**config.mk**
```make
export PLATFORM = sky130hd
export DESIGN_NAME = ecc_codeword_serializer
export DESIGN_NICKNAME = d
export VERILOG_FILES = /design/src/rtl/ecc_codeword_serializer.sv
export SDC_FILE = /design/constraint.sdc
export NUM_CORES = 1
export LEC_CHECK = 0
export BUFFER_PORTS_ARGS = -buffer_cell sky130_fd_sc_hd__buf_2
export CAP_MARGIN = 20
export CORE_MARGIN = 1.5
export CORE_UTILIZATION = 51
export DETAILED_ROUTE_END_ITERATION = 8
export PLACE_DENSITY = 0.72
export SETUP_SLACK_MARGIN = 0.1
export SLEW_MARGIN = 20
export SYNTH_ARGS = -nofsm -noshare
export SYNTH_HDL_FRONTEND = slang
export SYNTH_SLANG_ARGS = --single-unit
export TNS_END_PERCENT = 30
```
**constraint.sdc**
```tcl
create_clock -name clk -period 5.1 [get_ports clk]
set_input_delay 0.765 -clock clk [delete_from_list [all_inputs] [get_ports clk]]
set_output_delay 0.765 -clock clk [all_outputs]
set_load 0.03 [all_outputs]
```
**src/rtl/ecc_codeword_serializer.sv**
```systemverilog
// Buffers encoder codewords in a small FIFO and streams each one MSB-first behind a fixed preamble.
// Define ECC_SER_PARITY_EN to append one even-parity bit to every frame.
module ecc_codeword_serializer #(
  parameter int unsigned CODEWORD_WIDTH = 16,
  parameter int unsigned FIFO_DEPTH     = 4,
  parameter int unsigned PREAMBLE_WIDTH = 8,
  parameter logic [PREAMBLE_WIDTH-1:0] PREAMBLE = 8'hD5
) (
  input  logic                          clk,
  input  logic                          rst_n,
  input  logic                          cw_valid,
  input  logic [CODEWORD_WIDTH-1:0]     cw_in,
  output logic                          cw_ready,
  input  logic                          tx_ready,
  output logic                          tx_valid,
  output logic                          tx_bit,
  output logic                          tx_sof,
  output logic                          tx_eof,
  output logic [$clog2(FIFO_DEPTH):0]   fifo_level,
  output logic                          overflow,
  output logic                          busy
);

  localparam int unsigned PTR_W = $clog2(FIFO_DEPTH);
  localparam int unsigned LVL_W = PTR_W + 1;
  localparam int unsigned MAX_W = (CODEWORD_WIDTH > PREAMBLE_WIDTH) ? CODEWORD_WIDTH
                                                                    : PREAMBLE_WIDTH;
  localparam int unsigned CNT_W = $clog2(MAX_W);

`ifdef ECC_SER_PARITY_EN
  typedef enum logic [1:0] {StIdle, StPreamble, StPayload, StParity} state_e;
`else
  typedef enum logic [1:0] {StIdle, StPreamble, StPayload} state_e;
`endif

  state_e                    state;
  logic [CNT_W-1:0]          bit_cnt;
  logic [PREAMBLE_WIDTH-1:0] pre_q;
  logic [CODEWORD_WIDTH-1:0] sh_q;
`ifdef ECC_SER_PARITY_EN
  logic                      parity_q;
`endif

  logic [CODEWORD_WIDTH-1:0] mem [FIFO_DEPTH];
  logic [PTR_W-1:0]          wr_ptr;
  logic [PTR_W-1:0]          rd_ptr;
  logic                      full;
  logic                      push;
  logic                      pop;
  logic                      frame_end;

  assign full      = (fifo_level == LVL_W'(FIFO_DEPTH));
  assign push      = cw_valid && !full;
  assign frame_end = tx_valid && tx_ready && tx_eof;
  // Pops happen only at a frame boundary: from idle, or chained onto the last bit.
  assign pop       = (fifo_level != '0) && ((state == StIdle) || frame_end);
  assign cw_ready  = !full;
  assign busy      = (state != StIdle) || (fifo_level != '0);

  always_ff @(posedge clk) begin
    if (push) mem[wr_ptr] <= cw_in;
  end

  always_ff @(posedge clk or negedge rst_n) begin
    if (!rst_n) begin
      wr_ptr     <= '0;
      rd_ptr     <= '0;
      fifo_level <= '0;
      overflow   <= 1'b0;
    end else begin
      if (push) wr_ptr <= wr_ptr + 1'b1;
      if (pop)  rd_ptr <= rd_ptr + 1'b1;
      if (cw_valid && full) overflow <= 1'b1;
      if (push && !pop)      fifo_level <= fifo_level + 1'b1;
      else if (!push && pop) fifo_level <= fifo_level - 1'b1;
    end
  end

  always_ff @(posedge clk or negedge rst_n) begin
    if (!rst_n) begin
      state    <= StIdle;
      bit_cnt  <= '0;
      pre_q    <= '0;
      sh_q     <= '0;
`ifdef ECC_SER_PARITY_EN
      parity_q <= 1'b0;
`endif
      tx_valid <= 1'b0;
      tx_bit   <= 1'b0;
      tx_sof   <= 1'b0;
      tx_eof   <= 1'b0;
    end else if (pop) begin
      state    <= StPreamble;
      bit_cnt  <= '0;
      pre_q    <= PREAMBLE << 1;
      sh_q     <= mem[rd_ptr];
`ifdef ECC_SER_PARITY_EN
      parity_q <= ^mem[rd_ptr];
`endif
      tx_valid <= 1'b1;
      tx_bit   <= PREAMBLE[PREAMBLE_WIDTH-1];
      tx_sof   <= 1'b1;
      tx_eof   <= 1'b0;
    end else if (frame_end) begin
      state    <= StIdle;
      tx_valid <= 1'b0;
      tx_bit   <= 1'b0;
      tx_eof   <= 1'b0;
    end else if (tx_valid && tx_ready) begin
      tx_sof <= 1'b0;
      case (state)
        StPreamble: begin
          if (bit_cnt == CNT_W'(PREAMBLE_WIDTH - 1)) begin
            state   <= StPayload;
            bit_cnt <= '0;
          end else begin
            bit_cnt <= bit_cnt + 1'b1;
          end
          // Preamble exhausted: the next bit comes from the payload register instead.
          if (bit_cnt == CNT_W'(PREAMBLE_WIDTH - 1)) begin
            tx_bit <= sh_q[CODEWORD_WIDTH-1];
            sh_q   <= sh_q << 1;
          end else begin
            tx_bit <= pre_q[PREAMBLE_WIDTH-1];
            pre_q  <= pre_q << 1;
          end
        end
        StPayload: begin
`ifdef ECC_SER_PARITY_EN
          if (bit_cnt == CNT_W'(CODEWORD_WIDTH - 1)) begin
            state  <= StParity;
            tx_bit <= parity_q;
            tx_eof <= 1'b1;
          end else begin
            bit_cnt <= bit_cnt + 1'b1;
            tx_bit  <= sh_q[CODEWORD_WIDTH-1];
            sh_q    <= sh_q << 1;
          end
`else
          bit_cnt <= bit_cnt + 1'b1;
          tx_bit  <= sh_q[CODEWORD_WIDTH-1];
          sh_q    <= sh_q << 1;
          tx_eof  <= (bit_cnt == CNT_W'(CODEWORD_WIDTH - 2));
`endif
        end
        default: ;
      endcase
    end
  end

endmodule

```
# == Word-level counts from Yosys, hierarchy flattened ==
# Memories as Yosys holds them, arrays and structs flattened.
# Index checks and enable logic that the tools add are counted.
# op_classes
n_addsub,5
n_eq_ne,8
mux,38
n_reduce_logical,32
# op_table
cell,n
$mux W16,4
$mux W8,5
$pmux W16 S2,1
$reduce_bool A3 Y1,6
$mux W4,4
$mux W1,15
$mux W2,5
$reduce_bool A2 Y1,5
$pmux W4 S2,1
$reduce_and A4 Y1,2
$logic_and A1 B1 Y1,7
$mux W3,2
$reduce_and A2 Y1,3
$reduce_and A3 Y1,2
$add A2 B1 Y2 const B,2
$add A4 B1 Y4 const B,1
$eq A4 B3 Y1 const B,1
$eq A4 B4 Y1 const B,1
$ne A2 B2 Y1 const B,2
$reduce_bool A4 Y1,1
$add A3 B1 Y3 const B,1
$eq A3 B3 Y1 const B,1
$logic_not A1 Y1,3
$ne A3 B3 Y1 const B,1
6 further kinds,7
# totals
ff_bits,42
ram_bits,64
output_inout_bits,10
wordCells,96
memories,1
# memory_table
memory,words,word_bits,rd,rd_ports_with_merged_regs,write_ports,line,source
mem,4,16,1,0,1,44,logic [CODEWORD_WIDTH-1:0] mem [FIFO_DEPTH];

# == Longest topological paths before layout ==
# depth
ltp_word,7
depth_mapped,11
mapped_depth_nobuf,10

# == Worst setup path after synthesis ==
# OpenSTA, ideal clock, no wires.
# synth_path
path_type,input port to flip-flop
from,in tx_ready
to,reg fifo_level[2]
setup_ns,0.081
arrival_ns,2.350
t_required_ns,5.019
setup_slack_ns,2.669
cell_stages,10
cell_sequence,and3_1 > o21a_1 > buf_4 > inv_2 > ha_1 > inv_1 > fa_1 > xor2_1 > nor2_1 > xor2_1
# synth_between
elab_chain_cells,7
word_cells_on_any_way,9
cone_classes,mux (1); reduce/logical (8)
# synth_rtl
item,line,source
start: declaration,14,"input logic tx_ready,"
$logic_and A1 B1 Y1 (*) (2 in series),54,assign frame_end = tx_valid && tx_ready && tx_eof;
$logic_or A1 B1 Y1 (*),56,assign pop = (fifo_level != '0) && ((state == StIdle) || frame_end);
$logic_and A1 B1 Y1 (*),56,
$logic_not A1 Y1,74,if (push && !pop) fifo_level <= fifo_level + 1'b1;
$logic_and A1 B1 Y1,74,
$mux W3 or $reduce_bool A2 Y1 (tied branches),n/a,
end signal: assignment,74,
end signal: assignment,75,else if (!push && pop) fifo_level <= fifo_level - 1'b1;
end: declaration,19,"output logic [$clog2(FIFO_DEPTH):0] fifo_level,"
# Mark *: on every way between the ends. The rest lies on a longest branch, timed or not.
# A chain may end at the register's enable or synchronous reset.

# == Worst setup path after layout ==
# layout_path
from,reg fifo_level[2]
to,reg fifo_level[2]
# layout_between
elab_chain_cells,6
word_cells_on_any_way,14
cone_classes,add/sub (2); eq/ne (1); mux (2); reduce/logical (9)
# layout_rtl
item
"parallel branches: the longest is 6 deep, another holds $sub A3 B1 Y3"
# Parallel ways; which one is timed is not known. The select of a mux whose other input is x is not followed.

==> report_table.html <==
<table>
<tr><th>Metric</th><th>Value</th></tr>
<tr><th colspan="2">Yosys</th></tr>
<tr><td>Cell area after synthesis</td><td>4384 sq um</td></tr>
<tr><td>Count of flip-flops with a built-in enable after synthesis</td><td>64</td></tr>
<tr><td>Yosys warnings</td><td>0</td></tr>
<tr><td>Share of synthesized flip-flops with an asynchronous set or reset</td><td>39.05%</td></tr>
<tr><td>Seq cells post-synth</td><td>105</td></tr>
<tr><td>Sequential-to-total area share from yosys stat</td><td>67.24%</td></tr>
<tr><td>Post-Syn Nets</td><td>308</td></tr>
<tr><td>Count of cell types in the netlist</td><td>44</td></tr>
<tr><td>Avg Inst Size Synth</td><td>15.83 sq um</td></tr>
<tr><td>Post-synthesis instance total</td><td>277</td></tr>
<tr><td>Prevailing post-synth register cell</td><td>sky130_fd_sc_hd__edfxtp_1</td></tr>
<tr><th colspan="2">Setup path</th></tr>
<tr><td>Buffer and inverter count on the worst path</td><td>3</td></tr>
<tr><td>Terminus of the critical flop-to-flop path</td><td>fifo_level[2]$_DFFE_PN0P_</td></tr>
<tr><td>Critical Path, Cell by Cell</td><td>or3_4 &gt; o21a_1 &gt; buf_4 &gt; inv_2 &gt; ha_1 &gt; inv_1 &gt; fa_1 &gt; xor2_1 &gt; nor2_1 &gt; xor2_1</td></tr>
<tr><td>Startpoint of the lowest-slack register-to-register path</td><td>fifo_level[2]$_DFFE_PN0P_</td></tr>
<tr><td>Category of the worst setup path launch point</td><td>flip-flop</td></tr>
<tr><td>Critical path peak fanout</td><td>39</td></tr>
<tr><td>Category of cells accounting for the largest share of critical-path delay</td><td>adder cells</td></tr>
<tr><td>Stage delay of the slowest cell on the critical path</td><td>0.45 ns</td></tr>
<tr><td>Setup slack on the worst flop-to-flop path</td><td>2.52 ns</td></tr>
<tr><td>Endpoint type of the worst setup path</td><td>flip-flop</td></tr>
<tr><td>R2R cell count</td><td>10</td></tr>
<tr><td>Cell repeated most along the worst path</td><td>sky130_fd_sc_hd__xor2_1</td></tr>
<tr><td>Critical path class</td><td>flip-flop to flip-flop</td></tr>
<tr><td>Worst Path Arrival</td><td>2.88 ns</td></tr>
<tr><td>Crit path required time</td><td>5.40 ns</td></tr>
<tr><td>Cell with the largest stage delay on the worst path</td><td>sky130_fd_sc_hd__dfrtp_1</td></tr>
<tr><th colspan="2">Final layout</th></tr>
<tr><td>Share of post-route cells with drive strength above 1</td><td>22.04%</td></tr>
<tr><td>Synthesis-to-finish area growth</td><td>8.819%</td></tr>
<tr><td>Area of the multi-input gates</td><td>1311 sq um</td></tr>
<tr><td>Number of antenna diodes</td><td>0</td></tr>
<tr><td>Fillers</td><td>661</td></tr>
<tr><td>Area taken by flip-flops and latches</td><td>2948 sq um</td></tr>
<tr><td>Final #Nets</td><td>339</td></tr>
<tr><td>Post-route standard cell area excluding fillers</td><td>4771 sq um</td></tr>
<tr><th colspan="2">Placement</th></tr>
<tr><td>Final weighted congestion in routability-driven placement</td><td>0.8571</td></tr>
<tr><td>DP Area</td><td>4581 sq um</td></tr>
<tr><td>Number of port buffers</td><td>29</td></tr>
<tr><td>Half-perimeter wire length after detailed placement</td><td>4444 um</td></tr>
<tr><th colspan="2">Status</th></tr>
<tr><td>Run status</td><td>completed</td></tr>
<tr><th colspan="2">Detailed routing</th></tr>
<tr><td>DRT Wirelength</td><td>6813 um</td></tr>
<tr><td>Number of DRC markers in iteration 0</td><td>145</td></tr>
<tr><td>Antenna viol nets, final</td><td>0</td></tr>
<tr><td>Routed via count divided by cell count</td><td>5.493</td></tr>
<tr><td>First-pass detailed-route iteration total</td><td>4</td></tr>
<tr><td>Wire length per cell</td><td>16.30 um</td></tr>
<tr><td>Count of unresolved DRC violations after routing</td><td>0</td></tr>
<tr><td>Total number of vias</td><td>2296</td></tr>
<tr><th colspan="2">Hold path</th></tr>
<tr><td>Type of the tightest min-delay check</td><td>flip-flop to flip-flop</td></tr>
<tr><td>Hold path depth</td><td>1</td></tr>
<tr><td>Worst min-delay path endpoint</td><td>overflow$_DFFE_PN0P_</td></tr>
<tr><td>Worst hold path startpoint</td><td>overflow$_DFFE_PN0P_</td></tr>
<tr><th colspan="2">STA</th></tr>
<tr><td>Final critical path time including I/O delays and setup</td><td>2.578 ns</td></tr>
<tr><td>Number of slew-limit violations in the final report</td><td>0</td></tr>
<tr><td>Maximum clock skew at final layout</td><td>0.01770 ns</td></tr>
<tr><td>Transition time of the tightest slew-check pin</td><td>0.9103 ns</td></tr>
<tr><td>Unrepaired setup endpoints after global routing</td><td>no</td></tr>
<tr><td>Total negative setup slack</td><td>0 ns</td></tr>
<tr><td>Fraction of the cycle the final worst path needs</td><td>50.55%</td></tr>
<tr><td>Upper clock frequency limit</td><td>387.9 MHz</td></tr>
<tr><td>Final setup viols</td><td>0</td></tr>
<tr><td>Hold slack</td><td>0.4725 ns</td></tr>
<tr><td>Number of failing hold endpoints at the final stage</td><td>0</td></tr>
<tr><td>Max transition margin</td><td>39.32%</td></tr>
<tr><th colspan="2">Global route</th></tr>
<tr><td>Overall Global Routing Usage</td><td>16.70%</td></tr>
<tr><td>Initial antenna violation count</td><td>0</td></tr>
<tr><td>Overflow left after global routing</td><td>0</td></tr>
<tr><td>Maximum number of pins on one net before global-route repair</td><td>42</td></tr>
<tr><td>Global-route wire length before repair</td><td>11100 um</td></tr>
<tr><td>Number of global-route vias before repair</td><td>2255</td></tr>
<tr><th colspan="2">Die</th></tr>
<tr><td>Die Footprint</td><td>9161 sq um</td></tr>
<tr><td>Area of the core region</td><td>8258 sq um</td></tr>
<tr><td>DIE WIDTH</td><td>95.72 um</td></tr>
<tr><td>Starting density of the core</td><td>53.09%</td></tr>
<tr><td>Ports placed on the boundary</td><td>30</td></tr>
<tr><td>Num rows</td><td>33</td></tr>
<tr><td>Floorplan die height</td><td>95.72 um</td></tr>
<tr><th colspan="2">Clocking</th></tr>
<tr><td>Clock tree from TritonCTS</td><td>yes</td></tr>
<tr><td>Post-cts repair resize count</td><td>0</td></tr>
<tr><td># Post-CTS Setup Buffers</td><td>0</td></tr>
<tr><td>Number of buffers added by the clock tree synthesis step</td><td>9</td></tr>
<tr><td>Number of clock sinks</td><td>105</td></tr>
<tr><td>Count of H-tree levels built during CTS</td><td>3</td></tr>
<tr><td>Hold bufs inserted after CTS</td><td>0</td></tr>
<tr><td>Buffers from clock root to sink, at most</td><td>2</td></tr>
<tr><td>Root Buffer Master</td><td>sky130_fd_sc_hd__clkbuf_8</td></tr>
<tr><td>Insertion delay to the later sink of the worst-skew pair</td><td>0.36 ns</td></tr>
<tr><td>Clock transition at the registers of the reported paths</td><td>0.11 ns</td></tr>
<tr><th colspan="2">Power and ir drop</th></tr>
<tr><td>Power density over cell area</td><td>569.3 nW/um^2</td></tr>
<tr><td>Leakage power figure</td><td>1.792 nW</td></tr>
<tr><td>Worst VDD drop</td><td>0.2198 mV</td></tr>
<tr><th colspan="2">Job</th></tr>
<tr><td>Max Cap Viol</td><td>0</td></tr>
</table>
[worst reg2reg max path, cell delays in order, from the launching register on]
cell	delay [ns]
sky130_fd_sc_hd__dfrtp_1	0.45
sky130_fd_sc_hd__or3_4	0.42
sky130_fd_sc_hd__o21a_1	0.11
sky130_fd_sc_hd__buf_4	0.24
sky130_fd_sc_hd__inv_2	0.19
sky130_fd_sc_hd__ha_1	0.21
sky130_fd_sc_hd__inv_1	0.07
sky130_fd_sc_hd__fa_1	0.38
sky130_fd_sc_hd__xor2_1	0.17
sky130_fd_sc_hd__nor2_1	0.12
sky130_fd_sc_hd__xor2_1	0.15
[flip-flops by register name, summed over array words and instances, names as in the netlist]
name        count
pre_q           7
tx_sof          1
wr_ptr          2
tx_bit          1
tx_eof          1
overflow        1
fifo_level      3
sh_q           16
mem            64
tx_valid        1
rd_ptr          2
bit_cnt         4
state           2
[cell families (layout without fill, tap and decap cells)]
family,count (synthesis),after routing,share of synthesized area (%)
AO/OA/AOI/OAI,43,43,6.307
adder cells (fa/ha/maj),11,11,3.311
buffers and inverters,19,55,2.854
AND/OR/NAND/NOR,60,60,6.964
multiplexers,33,33,12.13
XOR/XNOR,6,6,1.199
flip-flops,105,105,67.24
[Yosys cell counts (4+ instances only)]
cell type	n	area [sq um]
sky130_fd_sc_hd__edfxtp_1	64	1922
sky130_fd_sc_hd__dfrtp_1	41	1026
sky130_fd_sc_hd__nand2_1	21	78.83
sky130_fd_sc_hd__mux2i_1	16	160.2
sky130_fd_sc_hd__mux4_2	16	360.4
sky130_fd_sc_hd__o21ai_0	12	60.06
sky130_fd_sc_hd__nor2_1	11	41.29
sky130_fd_sc_hd__ha_1	10	125.1
sky130_fd_sc_hd__o21ai_1	10	50.05
sky130_fd_sc_hd__inv_1	7	26.28
sky130_fd_sc_hd__and3_1	6	37.54
sky130_fd_sc_hd__nand3_1	5	25.02
sky130_fd_sc_hd__nand3b_1	4	30.03
sky130_fd_sc_hd__xnor2_1	4	35.03
[worst max-delay path by stage]
stage                         startpoint                        end  slack [ns]  cells after the start
2_1_floorplan                   tx_ready  fifo_level[2]$_DFFE_PN0P_        2.67                     10
6_report       fifo_level[2]$_DFFE_PN0P_  fifo_level[2]$_DFFE_PN0P_        2.52                     10
5_1_grt        fifo_level[2]$_DFFE_PN0P_  fifo_level[2]$_DFFE_PN0P_        2.34                     10
4_1_cts        fifo_level[2]$_DFFE_PN0P_  fifo_level[2]$_DFFE_PN0P_        2.52                     10
3_3_place_gp                    tx_ready  fifo_level[1]$_DFFE_PN0P_        2.31                      9
3_5_place_dp                    tx_ready  fifo_level[2]$_DFFE_PN0P_        2.23                     11
[power by group]
| group | switching [mW] | internal (mW) | total, mW |
|---|---|---|---|
| sequential | 0.150 | 1.17 | 1.32 |
| combinational | 0.502 | 0.404 | 0.906 |
| clock | 0.299 | 0.192 | 0.490 |
[metal layers]
layer / wire [um] / global-route usage [%] / share of wire [%] / vias to the layer above
met2: 3325 / 26.64 / 49 / 33
met3: 211 / 4.028 / 3.1 / 9
li1: - / - / - / 1102
met5: 0 / 0 / 0 / -
met4: 104 / 5.637 / 1.5 / 0
met1: 3171 / 22.67 / 47 / 1152
[layout make-up]
class | count | area share [%]
clock inverter | 7 | 1.390
clock buffer | 9 | 2.596
multi-input combinational | 153 | 27.48
tap | 105 | 2.754
inverter | 8 | 0.6294
timing repair buffer | 31 | 3.357
sequential | 105 | 61.79
[cells in the final DEF, fill, tap and decap left out, types with 3 or more instances in the layout]
master,instances
sky130_fd_sc_hd__o22a_1,3
sky130_fd_sc_hd__o21ai_1,10
sky130_fd_sc_hd__ha_1,10
sky130_fd_sc_hd__edfxtp_1,64
sky130_fd_sc_hd__dfrtp_1,41
sky130_fd_sc_hd__nor2_1,11
sky130_fd_sc_hd__mux4_2,16
sky130_fd_sc_hd__inv_6,3
sky130_fd_sc_hd__xnor2_1,4
sky130_fd_sc_hd__nand3b_1,4
sky130_fd_sc_hd__a22o_1,3
sky130_fd_sc_hd__o21ai_0,12
sky130_fd_sc_hd__clkbuf_8,9
sky130_fd_sc_hd__o31ai_1,3
sky130_fd_sc_hd__o211ai_1,3
sky130_fd_sc_hd__and2_1,3
sky130_fd_sc_hd__nand3_1,5
sky130_fd_sc_hd__nand2_1,21
sky130_fd_sc_hd__and3_1,6
sky130_fd_sc_hd__inv_1,7
sky130_fd_sc_hd__a21oi_1,3
sky130_fd_sc_hd__buf_2,29
sky130_fd_sc_hd__mux2i_1,16
[through the flow]
| step | total power, mW | utilization (%) | cells | setup WS [ns] |
|---|---|---|---|---|
| finish | 2.716 | 57.77 | 418 | 2.522 |
| global route | 2.914 | 57.77 | 418 | 2.345 |
| CTS | 2.747 | 57.77 | 418 | 2.516 |
| detailed placement | 2.263 | 55.47 | 402 | 2.235 |
| global placement | 2.225 | 55.47 | 402 | 2.307 |
| floorplan | 2.034 | - | 277 | 2.669 |
(Power assumes the default switching activity.)
